===== config.mk =====
export PLATFORM = sky130hd
export DESIGN_NAME = sl_transmitter
export DESIGN_NICKNAME = d
export VERILOG_FILES = /design/src/rtl/sl_pkg.sv /design/src/rtl/sl_tx_symbol_timer.sv /design/src/rtl/sl_transmitter.sv
export SDC_FILE = /design/constraint.sdc
export NUM_CORES = 1
export LEC_CHECK = 0
export CORE_MARGIN = 8
export CORE_UTILIZATION = 35
export DETAILED_ROUTE_END_ITERATION = 7
export PLACE_DENSITY = 0.68
export SLEW_MARGIN = 10
export SYNTH_ARGS = -nofsm -noshare
export SYNTH_HDL_FRONTEND = slang
export SYNTH_HIERARCHICAL = 1
export SYNTH_SLANG_ARGS = --single-unit

===== constraint.sdc =====
create_clock -name clk -period 3.73 [get_ports clk]
set_input_delay 0.746 -clock clk [delete_from_list [all_inputs] [get_ports clk]]
set_output_delay 0.746 -clock clk [all_outputs]
set_load 0.03 [all_outputs]

===== src/rtl/sl_pkg.sv =====
// sl_pkg: shared SL register bit positions, config reset value and transmitter states
package sl_pkg;
   localparam int CFG_PCE  = 0;
   localparam int CFG_BQL  = 1;
   localparam int CFG_BQH  = 6;
   localparam int CFG_MODE = 7;
   localparam int CFG_IRQM = 8;
   localparam int CFG_EIN  = 9;
   localparam int ST_TXB = 0;
   localparam int ST_TXD = 1;
   localparam int ST_REJ = 2;
   localparam logic [15:0] CFG_RESET = 16'h0010;
   typedef enum logic [2:0] {RESET_GAP, IDLE, BIT_LOW, BIT_GAP, STOP_LOW, STOP_GAP} sl_tx_state_e;
   function automatic logic bq_legal(input logic [5:0] bq);
      return !bq[0] && bq >= 6'd8 && bq <= 6'd32;
   endfunction
endpackage


===== src/rtl/sl_tx_symbol_timer.sv =====
// sl_tx_symbol_timer: loadable down-counter flagging the last cycle of a low or gap phase
module sl_tx_symbol_timer #(
   parameter int W = 4,
   parameter logic [W-1:0] INIT = '0
) (
   input  logic         clk,
   input  logic         rst_n,
   input  logic         load,
   input  logic [W-1:0] load_value,
   output logic         phase_done
);
   logic [W-1:0] count;
   // load with length-1 so the phase lasts exactly load_value cycles, then hold at zero
   always_ff @(posedge clk or negedge rst_n)
      if (!rst_n) count <= INIT;
      else if (load) count <= load_value - W'(1);
      else if (count != '0) count <= count - W'(1);
   assign phase_done = count == '0;
endmodule


===== src/rtl/sl_transmitter.sv =====
// sl_transmitter: SL word serialiser (data LSB-first, odd parity, stop); SL_TX_ERR_INJECT_EN adds EIN parity inversion
module sl_transmitter import sl_pkg::*; #(
   parameter int STATUS_WIDTH   = 16,
   parameter int CONFIG_WIDTH   = 16,
   parameter int BIT_LOW_CYCLES = 8,
   parameter int BIT_GAP_CYCLES = 8
) (
   input  logic                    clk,
   input  logic                    rst_n,
   input  logic [CONFIG_WIDTH-1:0] wr_config_w,
   input  logic                    wr_enable,
   input  logic [31:0]             data_in,
   input  logic                    data_wr,
   output logic                    serial_line_zeroes_o,
   output logic                    serial_line_ones_o,
   output logic [STATUS_WIDTH-1:0] status_w,
   output logic [CONFIG_WIDTH-1:0] r_config_w,
   output logic                    data_status_changed
);
   localparam int TW = $clog2((BIT_LOW_CYCLES > BIT_GAP_CYCLES ? BIT_LOW_CYCLES : BIT_GAP_CYCLES) + 1);
`ifdef SL_TX_ERR_INJECT_EN
   localparam logic [CONFIG_WIDTH-1:0] CFG_MASK = CONFIG_WIDTH'(16'h03FF);
`else
   localparam logic [CONFIG_WIDTH-1:0] CFG_MASK = CONFIG_WIDTH'(16'h01FF);
`endif
   sl_tx_state_e state, state_nx;
   logic [CONFIG_WIDTH-1:0] cfg;
   logic [5:0] bq, bq_l, idx;
   logic [31:0] data_l, mask;
   logic par, par_l, sym, done, load, txd, rej, dsc, zeroes, ones;
   logic [TW-1:0] load_value;
   assign bq = cfg[CFG_BQH:CFG_BQL];
   assign mask = (bq == 6'd32) ? '1 : (32'd1 << bq) - 32'd1;
`ifdef SL_TX_ERR_INJECT_EN
   assign par = ~^(data_in & mask) ^ cfg[CFG_EIN];
`else
   assign par = ~^(data_in & mask);
`endif
   assign sym = (idx == bq_l) ? par_l : data_l[idx[4:0]];
   sl_tx_symbol_timer #(.W(TW), .INIT(TW'(BIT_GAP_CYCLES - 1))) u_timer (
      .clk        (clk),
      .rst_n      (rst_n),
      .load       (load),
      .load_value (load_value),
      .phase_done (done)
   );
   // state register; reset lands in the startup gap
   always_ff @(posedge clk or negedge rst_n)
      if (!rst_n) state <= RESET_GAP;
      else state <= state_nx;
   // next state and timer reload on every phase change
   always_comb begin
      state_nx = state;
      load = 1'b0;
      load_value = TW'(BIT_GAP_CYCLES);
      case (state)
         RESET_GAP: if (done) state_nx = IDLE;
         IDLE: if (data_wr) begin
            state_nx = BIT_LOW;
            load = 1'b1;
            load_value = TW'(BIT_LOW_CYCLES);
         end
         BIT_LOW: if (done) begin
            state_nx = BIT_GAP;
            load = 1'b1;
         end
         BIT_GAP: if (done) begin
            state_nx = (idx == bq_l) ? STOP_LOW : BIT_LOW;
            load = 1'b1;
            load_value = TW'(BIT_LOW_CYCLES);
         end
         STOP_LOW: if (done) begin
            state_nx = STOP_GAP;
            load = 1'b1;
         end
         STOP_GAP: if (done) state_nx = IDLE;
         default: state_nx = IDLE;
      endcase
   end
   // config, word latch, symbol index, status flags and registered line drivers
   always_ff @(posedge clk or negedge rst_n)
      if (!rst_n) begin
         cfg <= CONFIG_WIDTH'(CFG_RESET);
         bq_l <= '0;
         data_l <= '0;
         par_l <= 1'b0;
         idx <= '0;
         txd <= 1'b0;
         rej <= 1'b0;
         dsc <= 1'b0;
         zeroes <= 1'b1;
         ones <= 1'b1;
      end else begin
         dsc <= 1'b0;
         if (state == IDLE && wr_enable && bq_legal(wr_config_w[CFG_BQH:CFG_BQL])) cfg <= wr_config_w & CFG_MASK;
         if (state == IDLE && data_wr) begin
            data_l <= data_in & mask;
            bq_l <= bq;
            par_l <= par;
            idx <= '0;
            txd <= 1'b0;
            rej <= 1'b0;
         end else if (data_wr) begin
            rej <= 1'b1;
            dsc <= 1'b1;
         end
         if (state == BIT_GAP && done) idx <= idx + 6'd1;
         if (state == STOP_GAP && done) begin
            txd <= 1'b1;
            dsc <= 1'b1;
         end
         zeroes <= !((state == BIT_LOW && !sym) || state == STOP_LOW);
         ones <= !((state == BIT_LOW && sym) || state == STOP_LOW);
      end
   // status register image
   always_comb begin
      status_w = '0;
      status_w[ST_TXB] = state != IDLE;
      status_w[ST_TXD] = txd;
      status_w[ST_REJ] = rej;
   end
   assign r_config_w = cfg;
   assign data_status_changed = dsc;
   assign serial_line_zeroes_o = zeroes;
   assign serial_line_ones_o = ones;
endmodule


==> results.yml, run 1 <==
finish:
  nNetsFinal: 588
  areaGrowthSynthToFinish_pct: 22.6
  layout_common_cells: "71 x nand2_1, 60 x dfrtp_1, 58 x clkdlybuf4s50_1"
  antenna_cells: 0
  drive_gt1_frac: 0.145
  final_common_cell: "nand2_1"
setup_path:
  r2r_start: "r_config_w[4]"
  rr_worst_depth: 12
  r2r_slack_ps: 480
  critPathLaunchType: "flop"
  endpoint_kind: "flop"
  criticalPathCategory: "reg2reg"
  path_max_fanout: 12
  cp.required_ps: 3930
  regToRegEndpoint: "par_l"
  crit_arrival_ps: 3450
die:
  core-area_um2: 12500
  die_w_um: 128
  pin_count: 87
  die-area_um2: 16500
  start_util: 0.354
  std_cell_rows: 41
  die_h_um: 128
routing:
  drtIter0Drc: 243
  postRouteAntennaNets: 0
  routedWlPerCell_um: 16.8
  drc: 0
  postRouteWirelength_um: 11900
  dr.pass1.iters: 5
  viasPerCell: 5.05
  dr_total_vias: 3584
timing:
  slew_headroom: 0.427
  period_share: 0.872
  worst_pin_slew_ps: 860
  final_max_slew_viol_count: 0
  whs_ps: 471
  rsz0062_at_grt: "false"
  setup_violations: 0
  clock_skew_ps: 7.05
  hold_viol: 0
  fin_tns_setup_ps: 0
  timing.final.crit_period_ps: 3250
  fmax_mhz: 308
clocking:
  cts_buffers: 9
  cts_resized: 0
  root_buffer: "clkbuf_16"
  clkTransAtPathRegs_ps: 60
  clock_sinks: 66
  clockBufferDepth: 2
  h-tree-depth: 3
  post-cts-setup-buffer-count: 0
  insertion_delay_ps: 340
  cts_hold_buf: 0
  cts_tree: "yes"
logic_synthesis:
  synth_top_family_by_area: "compound AO/OA/AOI/OAI gates"
  avgSynthCellArea_um2: 9.24
  yosys.area.top_type: "dfrtp_1"
  yosysSeqAreaShare: 0.376
  synth-compound-area-share: 0.173
  ys_types: 65
  ys.flop_type: "dfrtp_1"
  synth_edf_count: 0
  synth-simple-area-share: 0.172
  synth-seq-cells: 66
  synthArstFlopShare: 1.00
  syn_area_um2: 4420
  synthTopCellsByArea: "dfrtp_1 34%, o21ai_0 6.2%, nand2_1 6.1%"
  ys_warn_count: 6
  synthXorXnorAreaFrac: 0.0876
  synthCells: 478
  synth_fa_ha_area_frac: 0.00850
  synthMuxAreaShare: 0.103
  synth.top_cell.area_share: 0.340
global_routing:
  antenna_found_initial: 0
  grt_remaining_overflow: 0
  grt_pass1_vias: 3600
  grt_pass1_wl_um: 19000
  grt_usage: 0.147
  grt_max_degree: 75
job:
  cap_violations: 0
hold_path:
  min_from: "data_l[13]"
  holdPathEnd: "data_l[13]"
  whs_path_depth: 2
  hold_path.class: "reg2reg"
power_and_ir_drop:
  leakage_uw: 0.00233
  max-vdd-ir-drop_mv: 0.220
  p_per_area_nw_per_um2: 477
outcome:
  status: "finished, final reports clean"
placed_design:
  io_buffers: 59
  dp_hpwl_um: 8660
  place_congestion: 0.862
## worst max-delay path, cell delays in order (launching register included)
cell,delay [ps]
dfstp_2,430
nor4_2,340
nand2_1,170
ha_1,230
or4_4,460
o2bb2a_4,220
o221ai_2,170
nand2_1,130
xnor2_2,160
xnor2_1,170
xnor3_1,420
xnor2_1,140
o21ai_1,70
## through the flow
stage	std cells	util	setup slack [ps]	area, um2	power [uW]
after global placement	694	0.410	556	5110	1700
final	710	0.434	479	5410	2580
after global routing	710	0.434	227	5410	2740
after CTS	710	0.434	501	5410	2610
after detailed placement	694	0.410	523	5110	1730
after floorplan	503	-	185	4510	1520
## synthesized netlist by cell type (2+ instances only)
library cell and n:
nand2_1 72, dfrtp_1 60, o21ai_0 55, nor2_1 24, buf_4 22, xnor2_1 20
o21ai_1 19, clkbuf_1 18, mux2_2 15, a21oi_1 13, buf_2 12, nand3_1 12
xor2_1 12, mux4_2 10, nor2b_1 10, inv_1 7, dfstp_2 6, mux2i_1 6
a21o_1 5, nand4_1 5, a31oi_1 4, xnor3_1 4, a22o_1 3, and2_1 3
and3_1 3, ha_1 3, nor3_1 3, nor4_2 3, o31ai_1 3, or3_1 3
a21boi_1 2, buf_6 2, conb_1 2, nand2b_1 2, o211ai_1 2, o21a_1 2
or2_1 2, or3_4 2
## cells by family (layout without fill, tap and decap cells)
| family | count (synthesis) | after routing |
|---|---|---|
| and+or+nand+nor | 153 | 153 |
| AOI/OAI and AO/OA | 124 | 124 |
| DFF | 66 | 66 |
| buffers and inverters | 62 | 97 |
| xor gates and xnor gates | 37 | 37 |
| muxes | 31 | 31 |
| adders and majority gates | 3 | 3 |
| other | 2 | 27 |
## registers in the layout, indices dropped and copies added (netlist names)
register and count:
par_l 1, state 3, data_l 32, rej 1, serial_line_zeroes_o 1, serial_line_ones_o 1, data_status_changed 1, r_config_w 9
bq_l 6, idx 6, txd 1, u_timer/count 4
## where the power goes
part           total (uW)  switching [uW]  internal [uW]  leakage, uW
Clock                 870             316            554     0.000149
Sequential            936             131            805     0.000871
Combinational         778             393            385      0.00131
## how the worst max path moves through the flow
stage / slack, ps / startpoint / endpoint
final: 480 / r_config_w[4] / par_l
after global routing: 230 / r_config_w[4] / par_l
after CTS: 500 / r_config_w[4] / par_l
after detailed placement: 520 / r_config_w[4] / par_l
after global placement: 560 / r_config_w[4] / par_l
after floorplan: 190 / r_config_w[2] / par_l
## metal layers
metal | vias up | track usage | part of all wire
li1 | 1745 | - | -
met3 | 6 | 0.0516 | 0.079
met4 | 0 | 0.0329 | 0.0056
met2 | 130 | 0.234 | 0.47
met5 | - | 0 | 0
met1 | 1703 | 0.187 | 0.44
## layout make-up
class | instances | area, um2
fill | 1215 | 7050
multi-input combinational | 375 | 2510
sequential | 66 | 1660
timing repair buffer | 74 | 698
clock buffer | 12 | 256
tap | 172 | 215
clock inverter | 4 | 51.3
inverter | 7 | 26.3
Note: power is estimated with default switching activity, not from simulation.
==> inputs of run 2 (changes only) <==
--- a/config.mk
+++ b/config.mk
@@ -5,9 +5,10 @@
 export SDC_FILE = /design/constraint.sdc
 export NUM_CORES = 1
 export LEC_CHECK = 0
-export CORE_MARGIN = 8
+export CORE_MARGIN = 2
 export CORE_UTILIZATION = 35
 export DETAILED_ROUTE_END_ITERATION = 7
+export HOLD_SLACK_MARGIN = 0.08
 export PLACE_DENSITY = 0.68
 export SLEW_MARGIN = 10
 export SYNTH_ARGS = -nofsm -noshare
==> run 2 against run 1 <==
Sequential cell count is the same. Global-route usage is 3.0 points higher. Maximum frequency fell by 3.9%. Critical path type unchanged. Critical endpoint unchanged. Largest cell class unchanged.
==> results.yml, run 2 (synthesis results as in run 1) <==
timing:
  worst_pin_slew_ps: 850
  slew_headroom: 0.431
  setup_violations: 0
  hold_viol: 0
  final_max_slew_viol_count: 0
  period_share: 0.907
  clock_skew_ps: 5.65
  timing.final.crit_period_ps: 3380
  fin_tns_setup_ps: 0
  rsz0062_at_grt: "false"
  fmax_mhz: 295
clocking:
  clockBufferDepth: 2
  cts_resized: 0
  insertion_delay_ps: 340
  cts_tree: "yes"
  cts_hold_buf: 0
  clock_sinks: 66
  post-cts-setup-buffer-count: 0
  cts_buffers: 9
  root_buffer: "clkbuf_16"
  h-tree-depth: 3
  clkTransAtPathRegs_ps: 60
die:
  std_cell_rows: 41
  pin_count: 87
  core-area_um2: 12500
  die_w_um: 116
  start_util: 0.354
  die-area_um2: 13500
  die_h_um: 116
routing:
  viasPerCell: 5.19
  postRouteAntennaNets: 0
  dr.pass1.iters: 6
  drtIter0Drc: 368
  routedWlPerCell_um: 16.0
  drc: 0
  postRouteWirelength_um: 11300
  dr_total_vias: 3672
finish:
  final_common_cell: "nand2_1"
  largest_reg_flops: 32
  drive_gt1_frac: 0.142
  layout_common_cells: "71 x nand2_1, 60 x dfrtp_1, 58 x clkdlybuf4s50_1"
  nNetsFinal: 585
  areaGrowthSynthToFinish_pct: 22.6
  n_fill_cell: 1203
  antenna_cells: 0
  top_register: "data_l"
power_and_ir_drop:
  max-vdd-ir-drop_mv: 0.252
  p_sw_uw: 846
  p_seq_frac: 0.361
  p_int_uw: 1730
  p_per_area_nw_per_um2: 475
  combPwrFrac: 0.306
  swShare: 0.329
  power_uw: 2570
  pwr-share-clk: 0.333
  leakage_uw: 0.00232
setup_path:
  criticalPathCategory: "reg2reg"
  cp.required_ps: 3920
  r2r_slack_ps: 350
  critPathLaunchType: "flop"
  endpoint_kind: "flop"
  crit_arrival_ps: 3570
  path_max_fanout: 4
global_routing:
  grt_max_degree: 67
  grt_pass1_vias: 3488
  grt_usage: 0.177
  antenna_found_initial: 0
  grt_pass1_wl_um: 18200
  grt_remaining_overflow: 0
outcome:
  status: "finished, final reports clean"
hold_path:
  hold_path.class: "in2async"
placed_design:
  place_congestion: 0.877
  dp_hpwl_um: 8130
  io_buffers: 59
job:
  cap_violations: 0
[run 2: layer usage]
metal  global-route usage  up-vias  wire length [um]
met5                    0        -                 0
met4               0.0516        0               140
met3               0.0509       11               911
met2                0.277      153              5310
met1                0.238     1769              4940
li1                     -     1739                 -
[run 2: final cells by class]
class | count | area [um2] | area share
clock inverters | 6 | 63.8 | 0.0118
repair buffers | 71 | 701 | 0.129
multi-input cells | 375 | 2510 | 0.463
flip-flops and latches | 66 | 1660 | 0.307
clock buffers | 10 | 239 | 0.0442
well taps | 172 | 215 | 0.0398
inverters | 7 | 26.3 | 0.00486
[run 2: per-stage QoR]
step	instance area (um2)	hold slack [ps]	cells	utilization	setup WS, ps
floorplan	4510	434	503	-	185
global placement	5110	449	691	0.410	405
detailed placement	5110	459	691	0.410	349
CTS	5410	433	707	0.434	335
global route	5410	433	707	0.434	95.8
finish	5410	415	707	0.434	346
[run 2: path summary, 6_finish.rpt]
check,start,end,cells after the start
min,rst_n,data_l[0],2
min in group clk,data_l[13],data_l[13],2
max,r_config_w[3],par_l,12
min reg2reg,data_l[13],data_l[13],2
max in group asynchronous,rst_n,r_config_w[4],2
max reg2reg,r_config_w[3],par_l,12
[run 2: critical path, stage by stage, from the launching register on]
cell and delay (ps):
dfrtp_1 400, nor4_2 430, nand2_1 210, ha_1 240, or4_4 460, o2bb2a_4 220, o221ai_2 180, nand2_1 140
xnor2_2 160, xnor2_1 160, xnor3_1 430, xnor2_1 140, o21ai_1 70
[run 2: power by group through the flow]
stage                     Combinational [uW]  Clock, uW  Sequential (uW)
after floorplan                          635          0              889
after global placement                   762          0              940
after detailed placement                 783          0              945
after CTS                                787        877              932
after global routing                     857        910              949
final                                    786        856              929
==> inputs of run 3 (changes only) <==
--- a/config.mk
+++ b/config.mk
@@ -10,6 +10,7 @@
 export DETAILED_ROUTE_END_ITERATION = 7
 export HOLD_SLACK_MARGIN = 0.08
 export PLACE_DENSITY = 0.68
+export SKIP_CTS_REPAIR_TIMING = 1
 export SLEW_MARGIN = 10
 export SYNTH_ARGS = -nofsm -noshare
 export SYNTH_HDL_FRONTEND = slang
==> constraint.sdc (replaced) <==
create_clock -name clk -period 3.84 [get_ports clk]
set_input_delay 0.768 -clock clk [delete_from_list [all_inputs] [get_ports clk]]
set_output_delay 0.768 -clock clk [all_outputs]
set_load 0.03 [all_outputs]
==> run 3 against run 2 <==
Clock skew hardly changed. Non-clock buffer count up 1. Combinational power fell by 2.8%. Sequential cell count is the same. Register-to-register slack better by 40 ps. Global-route usage about the same. Sequential share of layout area stayed put. Cell count up 0.14%. Critical endpoint unchanged. Largest cell class unchanged. Highest routed layer unchanged.
==> results.yml, run 3 (synthesis results as in run 1) <==
timing:
  fmax_mhz: 290
  timing.final.crit_period_ps: 3450
  period_share: 0.898
  hold_viol: 0
  final_max_slew_viol_count: 0
  slew_headroom: 0.401
  setup_violations: 0
  fin_tns_setup_ps: 0
  clock_skew_ps: 5.39
  rsz0062_at_grt: "false"
  worst_pin_slew_ps: 895
routing:
  drtIter0Drc: 412
  viasPerCell: 5.15
  postRouteWirelength_um: 11400
  postRouteAntennaNets: 0
  dr_total_vias: 3647
  drc: 0
  routedWlPerCell_um: 16.1
  dr.pass1.iters: 6
finish:
  nNetsFinal: 586
  instances_no_fill: 708
  areaGrowthSynthToFinish_pct: 22.6
  final_area_um2: 5410
  drive_gt1_frac: 0.142
  top_register: "data_l"
  n_fill_cell: 1200
  largest_reg_flops: 32
  layout_common_cells: "71 x nand2_1, 60 x dfrtp_1, 58 x clkdlybuf4s50_1"
  final_common_cell: "nand2_1"
  antenna_cells: 0
global_routing:
  antenna_found_initial: 0
  grt_pass1_wl_um: 18300
  grt_remaining_overflow: 0
  grt_usage: 0.176
  grt_max_degree: 56
  grt_pass1_vias: 3518
clocking:
  clkTransAtPathRegs_ps: 60
  h-tree-depth: 3
  cts_buffers: 9
  cts_tree: "yes"
  clockBufferDepth: 2
  clock_sinks: 66
  root_buffer: "clkbuf_16"
  insertion_delay_ps: 340
die:
  pin_count: 87
  core-area_um2: 12500
  die_w_um: 116
  start_util: 0.354
  die_h_um: 116
  std_cell_rows: 41
  die-area_um2: 13500
setup_path:
  critPathLaunchType: "flop"
  max_stage_delay_ps: 470
  crit_chain: "nor4_2, nand2_1, ha_1, or4_4, o2bb2a_4, o221ai_2, nand2_1, xnor2_2, xnor2_1, xnor3_1, xnor2_1, o21ai_1"
  rr_worst_depth: 12
  path_max_fanout: 8
  critical_path.slowest_cell: "dfrtp_1"
  endpoint_kind: "flop"
  cp.required_ps: 4030
  r2r_slack_ps: 390
  criticalPathCategory: "reg2reg"
  crit_arrival_ps: 3640
  r2r_start: "r_config_w[5]"
  regToRegEndpoint: "par_l"
placed_design:
  io_buffers: 59
  dp_hpwl_um: 8380
  placed_cells: 692
  place_congestion: 0.887
  place_area_um2: 5090
power_and_ir_drop:
  max-vdd-ir-drop_mv: 0.261
  p_per_area_nw_per_um2: 473
  leakage_uw: 0.00232
outcome:
  status: "finished, final reports clean"
hold_path:
  hold_path.class: "in2async"
job:
  cap_violations: 0
==> run 3: how the worst max path moves through the flow <==
stage / from / endpoint / cells after the start
floorplan: r_config_w[2] / par_l / 14
global placement: r_config_w[5] / par_l / 12
detailed placement: r_config_w[5] / par_l / 12
CTS: r_config_w[5] / par_l / 12
global route: r_config_w[5] / par_l / 12
finish: r_config_w[5] / par_l / 12
==> run 3: cell type report <==
| type | count | area (um2) | area share |
|---|---|---|---|
| clock buffers | 10 | 229 | 0.0423 |
| clock inverters | 6 | 88.8 | 0.0164 |
| inverters | 7 | 26.3 | 0.00486 |
| multi-input cells | 375 | 2510 | 0.463 |
| flip-flops and latches | 66 | 1660 | 0.307 |
| well taps | 172 | 215 | 0.0398 |
| repair buffers | 72 | 686 | 0.127 |
==> run 3: critical path: cells and delay by family (launching register included) <==
| kind | cells | cell delay (ps) |
|---|---|---|
| adders and majority gates | 1 | 230 |
| xor gates and xnor gates | 4 | 940 |
| AOI/OAI and AO/OA | 3 | 470 |
| and+or+nand+nor | 4 | 1170 |
| DFF | 1 | 470 |
==> run 3: per-stage QoR <==
step	util	hold WS, ps	total power [uW]	setup WS [ps]
final	0.434	455	2560	390
after global routing	0.434	501	2690	148
after CTS	0.434	482	2580	355
after detailed placement	0.408	469	1680	414
after global placement	0.408	450	1650	486
after floorplan	-	434	1480	295
==> run 3: per-layer routing <==
metal,GRT usage,part of all wire,vias to the layer above,wire [um]
met5,0,0,-,0
met4,0.0468,0.013,0,150
met3,0.0410,0.073,13,831
met2,0.284,0.48,131,5430
met1,0.240,0.44,1754,4990
li1,-,-,1749,-
==> run 3: report_power, final <==
group | switching [uW] | internal [uW]
clock | 321 | 569
combinational | 390 | 373
sequential | 126 | 781
